--- config.mk ---
export PLATFORM = sky130hd
export DESIGN_NAME = div_sequencer
export DESIGN_NICKNAME = d
export VERILOG_FILES = /design/src/rtl/div_sequencer.sv
export SDC_FILE = /design/constraint.sdc
export NUM_CORES = 1
export LEC_CHECK = 0
export BUFFER_PORTS_ARGS = -buffer_cell sky130_fd_sc_hd__buf_2
export CAP_MARGIN = 10
export CORE_ASPECT_RATIO = 1.5
export CORE_MARGIN = 4
export CORE_UTILIZATION = 50
export CTS_CLUSTER_SIZE = 20
export DETAILED_ROUTE_END_ITERATION = 10
export GPL_TIMING_DRIVEN = 0
export HOLD_SLACK_MARGIN = 0.12
export PLACE_DENSITY = 0.66
export SLEW_MARGIN = 0
export SYNTH_ARGS = -nofsm -noshare
export SYNTH_HDL_FRONTEND = slang
export SYNTH_SLANG_ARGS = --single-unit
--- constraint.sdc ---
create_clock -name clk -period 12.8 [get_ports clk]
set_clock_uncertainty 0.15 [all_clocks]
set_input_delay 0 -clock clk [delete_from_list [all_inputs] [get_ports clk]]
set_output_delay 0 -clock clk [all_outputs]
set_load 0.02 [all_outputs]
--- src/rtl/div_sequencer.sv ---
// Radix-2 restoring divider with its own sequencing FSM for DIV/DIVU in execute.
// Quotient lands in lo, remainder in hi, announced by a one-cycle valid pulse.
module div_sequencer #(
  parameter int WIDTH = 32
) (
  input  logic             clk,
  input  logic             rst,
  input  logic             start,
  input  logic             sign,
  input  logic             cancel,
  input  logic [WIDTH-1:0] a,
  input  logic [WIDTH-1:0] b,
  output logic             stall,
  output logic             valid,
  output logic             busy,
  output logic [WIDTH-1:0] lo,
  output logic [WIDTH-1:0] hi
);

  localparam int CNT_W = $clog2(WIDTH) + 1;

  localparam logic [1:0] IDLE = 2'd0;
  localparam logic [1:0] RUN  = 2'd1;
  localparam logic [1:0] DONE = 2'd2;

  logic [1:0]       state;
  logic [CNT_W-1:0] cnt;
  logic [WIDTH-1:0] rem;
  logic [WIDTH-1:0] quo;
  logic [WIDTH-1:0] dvs;
  logic             neg_q;
  logic             neg_r;

  logic [WIDTH:0]   partial;
  logic [WIDTH:0]   diff;
  logic [WIDTH-1:0] rem_nxt;
  logic [WIDTH-1:0] quo_nxt;
  logic [WIDTH-1:0] abs_a;
  logic [WIDTH-1:0] abs_b;

  // Magnitude of a two's-complement operand when signed mode is active.
  function automatic logic [WIDTH-1:0] magnitude(input logic en, input logic [WIDTH-1:0] x);
    logic signed [WIDTH-1:0] sx;
    sx = $signed(x);
    if (en && sx < 0)
      return WIDTH'(-sx);
    return x;
  endfunction

  function automatic logic [WIDTH-1:0] apply_sign(input logic neg, input logic [WIDTH-1:0] x);
    return neg ? WIDTH'(-x) : x;
  endfunction

  assign abs_a = magnitude(sign, a);
  assign abs_b = magnitude(sign, b);

  // One restoring step: remainder stays below the divisor, so the trial
  // difference's top bit alone tells whether the subtraction fits.
  always_comb begin
    partial = {rem, quo[WIDTH-1]};
    diff    = partial - {1'b0, dvs};
    if (!diff[WIDTH]) begin
      rem_nxt = diff[WIDTH-1:0];
      quo_nxt = {quo[WIDTH-2:0], 1'b1};
    end else begin
      rem_nxt = partial[WIDTH-1:0];
      quo_nxt = {quo[WIDTH-2:0], 1'b0};
    end
  end

  assign busy  = (state != IDLE);
  assign valid = (state == DONE) && !cancel;
  assign stall = !cancel && (((state == IDLE) && start) || (state == RUN));

  always_ff @(posedge clk) begin
    if (rst) begin
      state <= IDLE;
      cnt   <= '0;
      lo    <= '0;
      hi    <= '0;
    end else begin
      case (state)
        IDLE: begin
          if (start && !cancel) begin
            if (b == '0) begin
              lo    <= '1;
              hi    <= a;
              state <= DONE;
            end else begin
              cnt   <= CNT_W'(WIDTH);
              state <= RUN;
            end
          end
        end
        RUN: begin
          if (cancel) begin
            state <= IDLE;
          end else begin
            cnt <= cnt - 1'b1;
            if (cnt == CNT_W'(1)) begin
              lo    <= apply_sign(neg_q, quo_nxt);
              hi    <= apply_sign(neg_r, rem_nxt);
              state <= DONE;
            end
          end
        end
        DONE:    state <= IDLE;
        default: state <= IDLE;
      endcase
    end
  end

  // Datapath: operands captured every idle cycle, iterated while running.
  always_ff @(posedge clk) begin
    if (state == IDLE) begin
      rem   <= '0;
      quo   <= abs_a;
      dvs   <= abs_b;
      neg_q <= sign & (a[WIDTH-1] ^ b[WIDTH-1]);
      neg_r <= sign & a[WIDTH-1];
    end else if (state == RUN) begin
      rem <= rem_nxt;
      quo <= quo_nxt;
    end
  end

endmodule
==> results_dict.tcl, run 1 <==
set metrics [dict create \
    status "finished, final reports clean" \
    cap_violations 0 \
    fin_area_sq_um 14100 \
    dieArea_sq_um 25500 \
    routed_wl_um 38400 \
    arrival_ns 7.48 \
    cp-end-kind "register" \
    yosysTopAreaCell "dfxtp_1" \
    comb_power_share 0.208 \
    required_ns 13.04 \
    cts_num_sinks 170 \
    die_width_um 132 \
    grt_usage 0.295 \
    use_met2 0.562 \
    hold_path.class "primary input to register" \
    ir_worst_vdd_uv 95.1 \
    tritoncts "done" \
    max_freq_mhz 138 \
    place_ws_ns 5.87 \
    clockBufferDepth 2 \
    start_kind "register" \
    sequentialPowerShare 0.442 \
    clkPwrFrac 0.350 \
    finalSetupViolCount 0 \
    use_met3 0.0478 \
    p_switching_uw 439 \
    cts_inserted_buffers 17 \
    grt_pass1_wl_um 59500 \
    io_pins 136 \
    yosysMostFrequentCell "nand2_1" \
    dr.pass1.iters 5 \
    fin_tns_setup_ns 0 \
    timing.final.crit_share 0.565 \
    cts_setup_buffers 0 \
    power_density_nw_per_um2 101 \
    ctsRootBufferMaster "clkbuf_16" \
    synthArstFlopShare 0 \
    clkTransAtPathRegs_ns 0.07 \
    yosysSeqAreaShare 0.354 \
    dp_hpwl_um 29400 \
    place_congestion 0.937 \
    drc_errors 0 \
    p_leak_uw 0.00554 \
    worstSetupPathType "register to register" \
    synthTopCellsByArea "dfxtp_1 18%, edfxtp_1 17%, xor2_1 5.6%, nand2_1 5.4%, o21ai_0 5.4%" \
    grt_pass1_vias 11200 \
    synthCells 1374 \
    antenna_left 0 \
    port_buffers 134 \
    slew_headroom 0.299 \
    htree_levels 4 \
    grt_use_met1 0.300 \
    p_int_uw 996 \
    die_height_um 194 \
    core_area_sq_um 22500 \
    rows 67 \
    worstPathMaxFanout 10 \
    nets 1743 \
    drt-initial-drc-count 568 \
    synth_edf_count 66 \
    synthTopCellsByCount "165 x nand2_1, 133 x nor2_1, 123 x o21ai_0, 104 x dfxtp_1, 90 x a21oi_1" \
    overflow 0 \
    synth.distinct_cells 101 \
    start_util 0.511 \
    wl_per_cell_um 19.9 \
    syn_nets 1482 \
    yosysWarnings 0 \
    synth_area_sq_um 11500 \
    final_max_slew_viol_count 0 \
    ys_seq_elements 170 \
    dominantRegCellSynth "dfxtp_1" \
    synth_top_area_frac 0.181 \
    syn_to_final_growth_pct 23.1 \
    switching_share 0.306 \
    finalPower_uw 1430 \
    antenna_found_initial 1 \
    tightest_slew_ns 1.03 \
    finalHoldViolCount 0 \
    grt_max_degree 41 \
    period_minus_slack_ns 7.24 \
    busiest_layer "met2" \
    drive_gt1_frac 0.146 \
    vias 11300 \
    placed_cell_area_sq_um 12500 \
    via_per_inst 5.85 \
    avgSynthCellArea_sq_um 8.36 \
    setup_slack_ns 5.56 \
    insertion_delay_ns 0.44 \
    rsz0062_at_grt "false" \
]
## timing repair
item / CTS / global route
hold endpoints to repair: 112 / 0
gates resized for setup: 0 / 0
endpoints found under the setup margin: 0 / 0
hold buffers: 108 / 0
## layout by cell type, fill, tap and decap left out, types with 7 or more instances in the layout
master and n:
o22ai_1 8, nor2b_1 8, a211oi_1 28, dlygate4sd3_1 109, or4_1 11, nand4_1 8
o211ai_1 11, a22o_1 7, o31ai_1 22, edfxtp_1 66, clkbuf_1 46, a31oi_1 10
o21ai_0 123, nand2b_1 7, mux2i_1 17, xnor2_1 68, ha_1 38, or3_1 19
clkbuf_16 17, o41ai_1 9, nor4_1 10, o21a_1 9, xor2_1 74, nor2_1 133
a311oi_1 29, nor3_1 30, inv_1 63, buf_2 154, a21oi_1 90, nand3_1 20
nand2_1 165, dfxtp_1 104
## layout make-up
cell class	instances	area (sq um)
plain buffers	75	359
fillers	2031	8320
clock inverters	14	124
well taps	276	345
multi-input cells	1063	6820
repair buffers	242	1750
diodes	1	2.50
clock buffers	18	429
flip-flops and latches	170	4060
inverters	66	249
## kinds of logic (layout without fill, tap and decap cells)
group / count (synthesis) / after routing / synth area share
other: 0 / 1 / 0
AOI/OAI and AO/OA: 410 / 410 / 0.238
and+or+nand+nor: 449 / 449 / 0.182
adders and majority gates: 39 / 39 / 0.0431
xor gates and xnor gates: 142 / 142 / 0.108
DFF: 170 / 170 / 0.354
buffers and inverters: 141 / 415 / 0.0528
muxes: 23 / 23 / 0.0226
## through the flow
step / hold WS (ns) / util / instances
CTS: 0.125 / 0.629 / 1924
global route: 0.168 / 0.629 / 1924
global placement: 0.0462 / 0.557 / 1784
finish: 0.149 / 0.630 / 1925
floorplan: -0.0705 / - / 1374
detailed placement: 0.0488 / 0.557 / 1784
## registers in the layout, summed over array words and instances (netlist names)
signal  count
neg_r       1
neg_q       1
lo         32
state       2
rem        32
hi         32
quo        32
dvs        32
cnt         6
## worst paths after layout
kind	from	end	slack, ns	depth (start not counted)
min reg2reg	hi[0]$_SDFFE_PP0P_	hi[0]$_SDFFE_PP0P_	0.31	2
max	quo[31]$_DFFE_PP_	hi[16]$_SDFFE_PP0P_	5.56	27
min	b[0]	dvs[0]$_DFFE_PP_	0.15	2
max reg2reg	quo[31]$_DFFE_PP_	hi[16]$_SDFFE_PP0P_	5.56	27
## layer usage
metal | vias to the layer above | share of wire
met2 | 368 | 0.53
met1 | 5271 | 0.37
met3 | 115 | 0.046
li1 | 5498 | -
met4 | 0 | 0.060
met5 | - | 0
## critical path: stages, from the launching register on
cell           delay (ns)
edfxtp_1             0.50
inv_1                0.13
ha_1                 0.25
fa_1                 0.44
nor2b_4              0.15
o31ai_1              0.11
and3_4               0.21
o21ai_4              0.21
a31oi_4              0.18
o311a_4              0.38
nor2_4               0.23
buf_8                0.19
buf_2                0.30
buf_2                0.33
nand2_1              0.09
o21ai_0              0.16
ha_1                 0.37
nand2_1              0.11
a21oi_1              0.16
nand4_1              0.16
nor4b_1              0.58
nand2_1              0.16
o22a_1               0.25
o21ai_0              0.23
xor2_1               0.19
nand2_1              0.08
a311oi_1             0.28
dlygate4sd3_1        0.58
## power groups by stage
stage               clock network (uW)  registers [uW]  logic [uW]
floorplan                            0             643         177
global placement                     0             644         260
detailed placement                   0             645         264
CTS                                506             633         294
global route                       527             638         328
finish                             502             634         298
Power figures use the tool's default switching activity.
==> run 2: changes to the inputs <==
--- a/config.mk
+++ b/config.mk
@@ -14,7 +14,7 @@
 export DETAILED_ROUTE_END_ITERATION = 10
 export GPL_TIMING_DRIVEN = 0
 export HOLD_SLACK_MARGIN = 0.12
-export PLACE_DENSITY = 0.66
+export PLACE_DENSITY = 0.69
 export SLEW_MARGIN = 0
 export SYNTH_ARGS = -nofsm -noshare
 export SYNTH_HDL_FRONTEND = slang
==> constraint.sdc (replaced) <==
create_clock -name clk -period 6.6 [get_ports clk]
set_clock_uncertainty 0.15 [all_clocks]
set_input_delay 0 -clock clk [delete_from_list [all_inputs] [get_ports clk]]
set_output_delay 0 -clock clk [all_outputs]
set_load 0.02 [all_outputs]
==> results_dict.tcl, run 2 (synthesis gave the netlist of run 1 again) <==
set metrics [dict create \
    reg2reg_depth 26 \
    worstSetupPathType "register to register" \
    drc_errors 0 \
    r2r-end "hi[28]$_SDFFE_PP0P_" \
    cts_num_sinks 170 \
    required_ns 6.83 \
    power_density_nw_per_um2 195 \
    cap_violations 0 \
    period_minus_slack_ns 6.27 \
    tightest_slew_ns 0.978 \
    final_max_slew_viol_count 0 \
    max_freq_mhz 159 \
    clockBufferDepth 2 \
    fin_tns_setup_ns 0 \
    critPathMostFrequentCell "nand2_1" \
    holdPathStages 2 \
    timing.rr.start "quo[31]$_DFFE_PP_" \
    finalSetupViolCount 0 \
    vias 11200 \
    tritoncts "done" \
    utilization 0.632 \
    rows 67 \
    antenna_found_initial 1 \
    dieArea_sq_um 25500 \
    mostFrequentLayoutCells "165 x nand2_1, 151 x buf_2, 133 x nor2_1, 123 x o21ai_0, 107 x dlygate4sd3_1" \
    hold_path_startpoint "b[0]" \
    finalHoldViolCount 0 \
    r2r_setup_slack_ns 0.33 \
    place_congestion 0.949 \
    ctsRootBufferMaster "clkbuf_16" \
    ir_worst_vdd_uv 215 \
    worstPathMaxFanout 10 \
    insertion_delay_ns 0.45 \
    start_util 0.511 \
    io_pins 136 \
    slew_headroom 0.338 \
    htree_levels 4 \
    cts_inserted_buffers 17 \
    die_height_um 194 \
    drive_gt1_frac 0.149 \
    overflow 0 \
    grt_pass1_wl_um 57900 \
    nets 1744 \
    final_common_cell "nand2_1" \
    routed_wl_um 36900 \
    wl_per_cell_um 19.2 \
    dr.pass1.iters 5 \
    grt_max_degree 41 \
    die_width_um 132 \
    syn_to_final_growth_pct 23.6 \
    place_ws_ns -0.302 \
    timing.final.crit_share 0.950 \
    antenna_left 0 \
    arrival_ns 6.50 \
    core_area_sq_um 22500 \
    hold_path.class "primary input to register" \
    p_leak_uw 0.00556 \
    cp-end-kind "register" \
    start_kind "register" \
    critPathSlowestCell "or4b_1" \
    setup_slack_ns 0.327 \
    hold_end "dvs[0]$_DFFE_PP_" \
    port_buffers 134 \
    slowest_delay_ns 0.53 \
    dp_hpwl_um 28900 \
    via_per_inst 5.83 \
    drt-initial-drc-count 801 \
    status "finished, final reports clean" \
    grt_usage 0.286 \
    clkTransAtPathRegs_ns 0.07 \
    grt_pass1_vias 11200 \
]
-- run 2: per-stage QoR --
step           power, uW  instances  hold WS [ns]  area [sq um]
3_3_place_gp        1750       1784        0.0450         12500
2_1_floorplan       1590       1374       -0.0705         11500
6_report            2770       1926         0.146         14200
5_1_grt             2880       1926         0.155         14200
4_1_cts             2760       1922         0.133         14100
3_5_place_dp        1760       1785        0.0455         12500
-- run 2: worst max path at each step --
stage                                  from                   to  slack, ns  cells after the start
after floorplan           quo[31]$_DFFE_PP_  lo[26]$_SDFFE_PP0P_       1.09                     22
after global placement    quo[31]$_DFFE_PP_  lo[26]$_SDFFE_PP0P_      -0.24                     22
after detailed placement  quo[31]$_DFFE_PP_  lo[26]$_SDFFE_PP0P_      -0.30                     22
after CTS                 quo[31]$_DFFE_PP_  hi[28]$_SDFFE_PP0P_      0.001                     26
after global routing      quo[31]$_DFFE_PP_  hi[28]$_SDFFE_PP0P_      -0.01                     26
final                     quo[31]$_DFFE_PP_  hi[28]$_SDFFE_PP0P_       0.33                     26
-- run 2: critical path, delay by kind of cell, from the launching register on --
kind,cells,cell delay (ns)
fa+ha+maj,3,0.98
flops,1,0.49
compound gates,8,1.51
simple gates,10,2.08
buf+inv,4,0.71
mux,1,0.26
-- run 2: where the power goes --
group	switching [uW]	internal, uW
combinational	334	241
clock	459	506
sequential	55.3	1170
total	849	1920
-- run 2: cell type report --
class / instances / area [sq um]
plain buffers: 73 / 363
clock buffers: 21 / 460
repair buffers: 245 / 1780
multi-input cells: 1063 / 6850
well taps: 276 / 345
diodes: 1 / 2.50
fillers: 1973 / 8260
flip-flops and latches: 170 / 4060
clock inverters: 11 / 86.3
inverters: 66 / 248
-- run 2: repair_timing --
action                                  4_1_cts  5_1_grt
setup buffers                                 0        4
hold buffers                                106        0
gates resized for setup                       2       10
endpoints found under the hold margin       115        0
pin swaps                                     0        3
endpoints found under the setup margin        6       14
-- run 2: routing by layer --
layer,vias up,part of all wire,GRT usage
li1,5481,-,-
met1,5275,0.36,0.293
met2,358,0.53,0.538
met3,118,0.042,0.0374
met4,0,0.062,0.188
met5,-,0,0
==> run 3: changes to the inputs <==
--- a/config.mk
+++ b/config.mk
@@ -14,7 +14,7 @@
 export DETAILED_ROUTE_END_ITERATION = 10
 export GPL_TIMING_DRIVEN = 0
 export HOLD_SLACK_MARGIN = 0.12
-export PLACE_DENSITY = 0.69
+export PLACE_DENSITY = 0.79
 export SLEW_MARGIN = 0
 export SYNTH_ARGS = -nofsm -noshare
 export SYNTH_HDL_FRONTEND = slang
==> results_dict.tcl, run 3 (synthesis gave the netlist of run 1 again) <==
set metrics [dict create \
    clockBufferDepth 2 \
    dr.pass1.iters 5 \
    nets 1740 \
    insertion_delay_ns 0.45 \
    hold_path.class "primary input to register" \
    cap_violations 0 \
    ctsRootBufferMaster "clkbuf_16" \
    overflow 0 \
    tritoncts "done" \
    required_ns 6.83 \
    wl_per_cell_um 19.5 \
    antenna_found_initial 0 \
    dieArea_sq_um 25500 \
    io_pins 136 \
    die_width_um 132 \
    finalSetupViolCount 0 \
    final_common_cell "nand2_1" \
    diodes 0 \
    p_leak_uw 0.00556 \
    timing.hold.ws_ns 0.139 \
    rows 67 \
    wirelength_met1_um 13000 \
    grt_max_degree 41 \
    port_buffers 134 \
    core_area_sq_um 22500 \
    drive_gt1_frac 0.150 \
    final_max_slew_viol_count 0 \
    finalPower_uw 2850 \
    worstPathMaxFanout 10 \
    cp-end-kind "register" \
    arrival_ns 6.56 \
    fin_area_sq_um 14200 \
    period_minus_slack_ns 6.33 \
    start_util 0.511 \
    cts_inserted_buffers 17 \
    syn_to_final_growth_pct 23.5 \
    cts_num_sinks 170 \
    grt_pass1_wl_um 59500 \
    die_height_um 194 \
    htree_levels 4 \
    grt_pass1_vias 11600 \
    antenna_left 0 \
    clkTransAtPathRegs_ns 0.07 \
    finalHoldViolCount 0 \
    start_kind "register" \
    routed_wl_um 37500 \
    drt-initial-drc-count 807 \
    timing.final.crit_share 0.959 \
    vias 11500 \
    place_congestion 0.989 \
    dr.max_layer_used "met4" \
    setup_slack_ns 0.272 \
    max_freq_mhz 158 \
    dp_hpwl_um 28900 \
    worstSetupPathType "register to register" \
    met2_length_um 19500 \
    place_ws_ns -0.305 \
    drc_errors 0 \
    power_density_nw_per_um2 201 \
    placed_cell_area_sq_um 12500 \
    mostFrequentLayoutCells "165 x nand2_1, 151 x buf_2, 133 x nor2_1, 122 x o21ai_0, 104 x dfxtp_1" \
    wl_met3_um 2140 \
    ir_worst_vdd_uv 188 \
    via_per_inst 6.01 \
    slew_headroom 0.327 \
    status "finished, final reports clean" \
    r2r_setup_slack_ns 0.27 \
    grt_usage 0.291 \
    tightest_slew_ns 0.993 \
]
==> run 3: where the power goes <==
| group | internal (uW) | switching, uW | total [uW] | leakage, uW |
|---|---|---|---|---|
| registers | 1170 | 55.5 | 1230 | 0.00154 |
| logic | 240 | 342 | 582 | 0.00373 |
| clock network | 582 | 459 | 1040 | 0.000294 |
| total | 1990 | 856 | 2850 | 0.00556 |
==> run 3: path summary, 6_finish.rpt <==
| kind | from | end | cells past startpoint |
|---|---|---|---|
| setup reg to reg | quo[31]$_DFFE_PP_ | hi[28]$_SDFFE_PP0P_ | 26 |
| setup / recovery | quo[31]$_DFFE_PP_ | hi[28]$_SDFFE_PP0P_ | 26 |
| hold reg to reg | hi[7]$_SDFFE_PP0P_ | hi[7]$_SDFFE_PP0P_ | 2 |
| hold / removal | b[0] | dvs[0]$_DFFE_PP_ | 2 |
==> run 3: metrics by stage <==
step	cells	util	TNS, ns
after CTS	1918	0.629	0
after global placement	1784	0.557	-0.608
after detailed placement	1785	0.558	-1.10
final	1921	0.632	0
after global routing	1921	0.632	-0.0200
after floorplan	1374	-	0
==> run 3: worst max-delay path, cell delays in order (launching register included) <==
cell      delay, ns
edfxtp_1       0.51
inv_1          0.14
ha_1           0.25
fa_1           0.44
nor2b_4        0.16
o31ai_1        0.11
and3_4         0.21
o21ai_4        0.20
a31oi_4        0.19
o311a_4        0.39
nor2_4         0.21
buf_8          0.19
buf_4          0.23
buf_6          0.19
nand2_1        0.06
o21ai_1        0.17
ha_2           0.27
nand2_1        0.07
a21oi_1        0.12
nand4_1        0.20
nor4b_4        0.40
nand3_1        0.15
mux2i_2        0.24
nand3_2        0.14
or4b_1         0.52
a21o_1         0.20
a31oi_1        0.14
==> run 3: what timing repair did <==
action,in CTS,in global routing
hold buffers,102,0
endpoints found under the hold margin,108,0
resized for setup,2,8
buffers inserted,0,4
endpoints found under the setup margin,6,11
pin swaps,0,3
==> run 3: metal layers <==
layer	vias to the layer above	global-route usage
met5	-	0
met4	0	0.216
met3	171	0.0460
met2	508	0.536
met1	5397	0.292
li1	5473	-
==> run 3: area by class of cell <==
cell class / instances / area [sq um]
buffer: 73 / 359
clock buffer: 19 / 454
clock inverter: 13 / 135
fill: 1997 / 8270
inverter: 66 / 248
multi-input combinational: 1063 / 6850
sequential: 170 / 4060
tap: 276 / 345
timing repair buffer: 241 / 1740
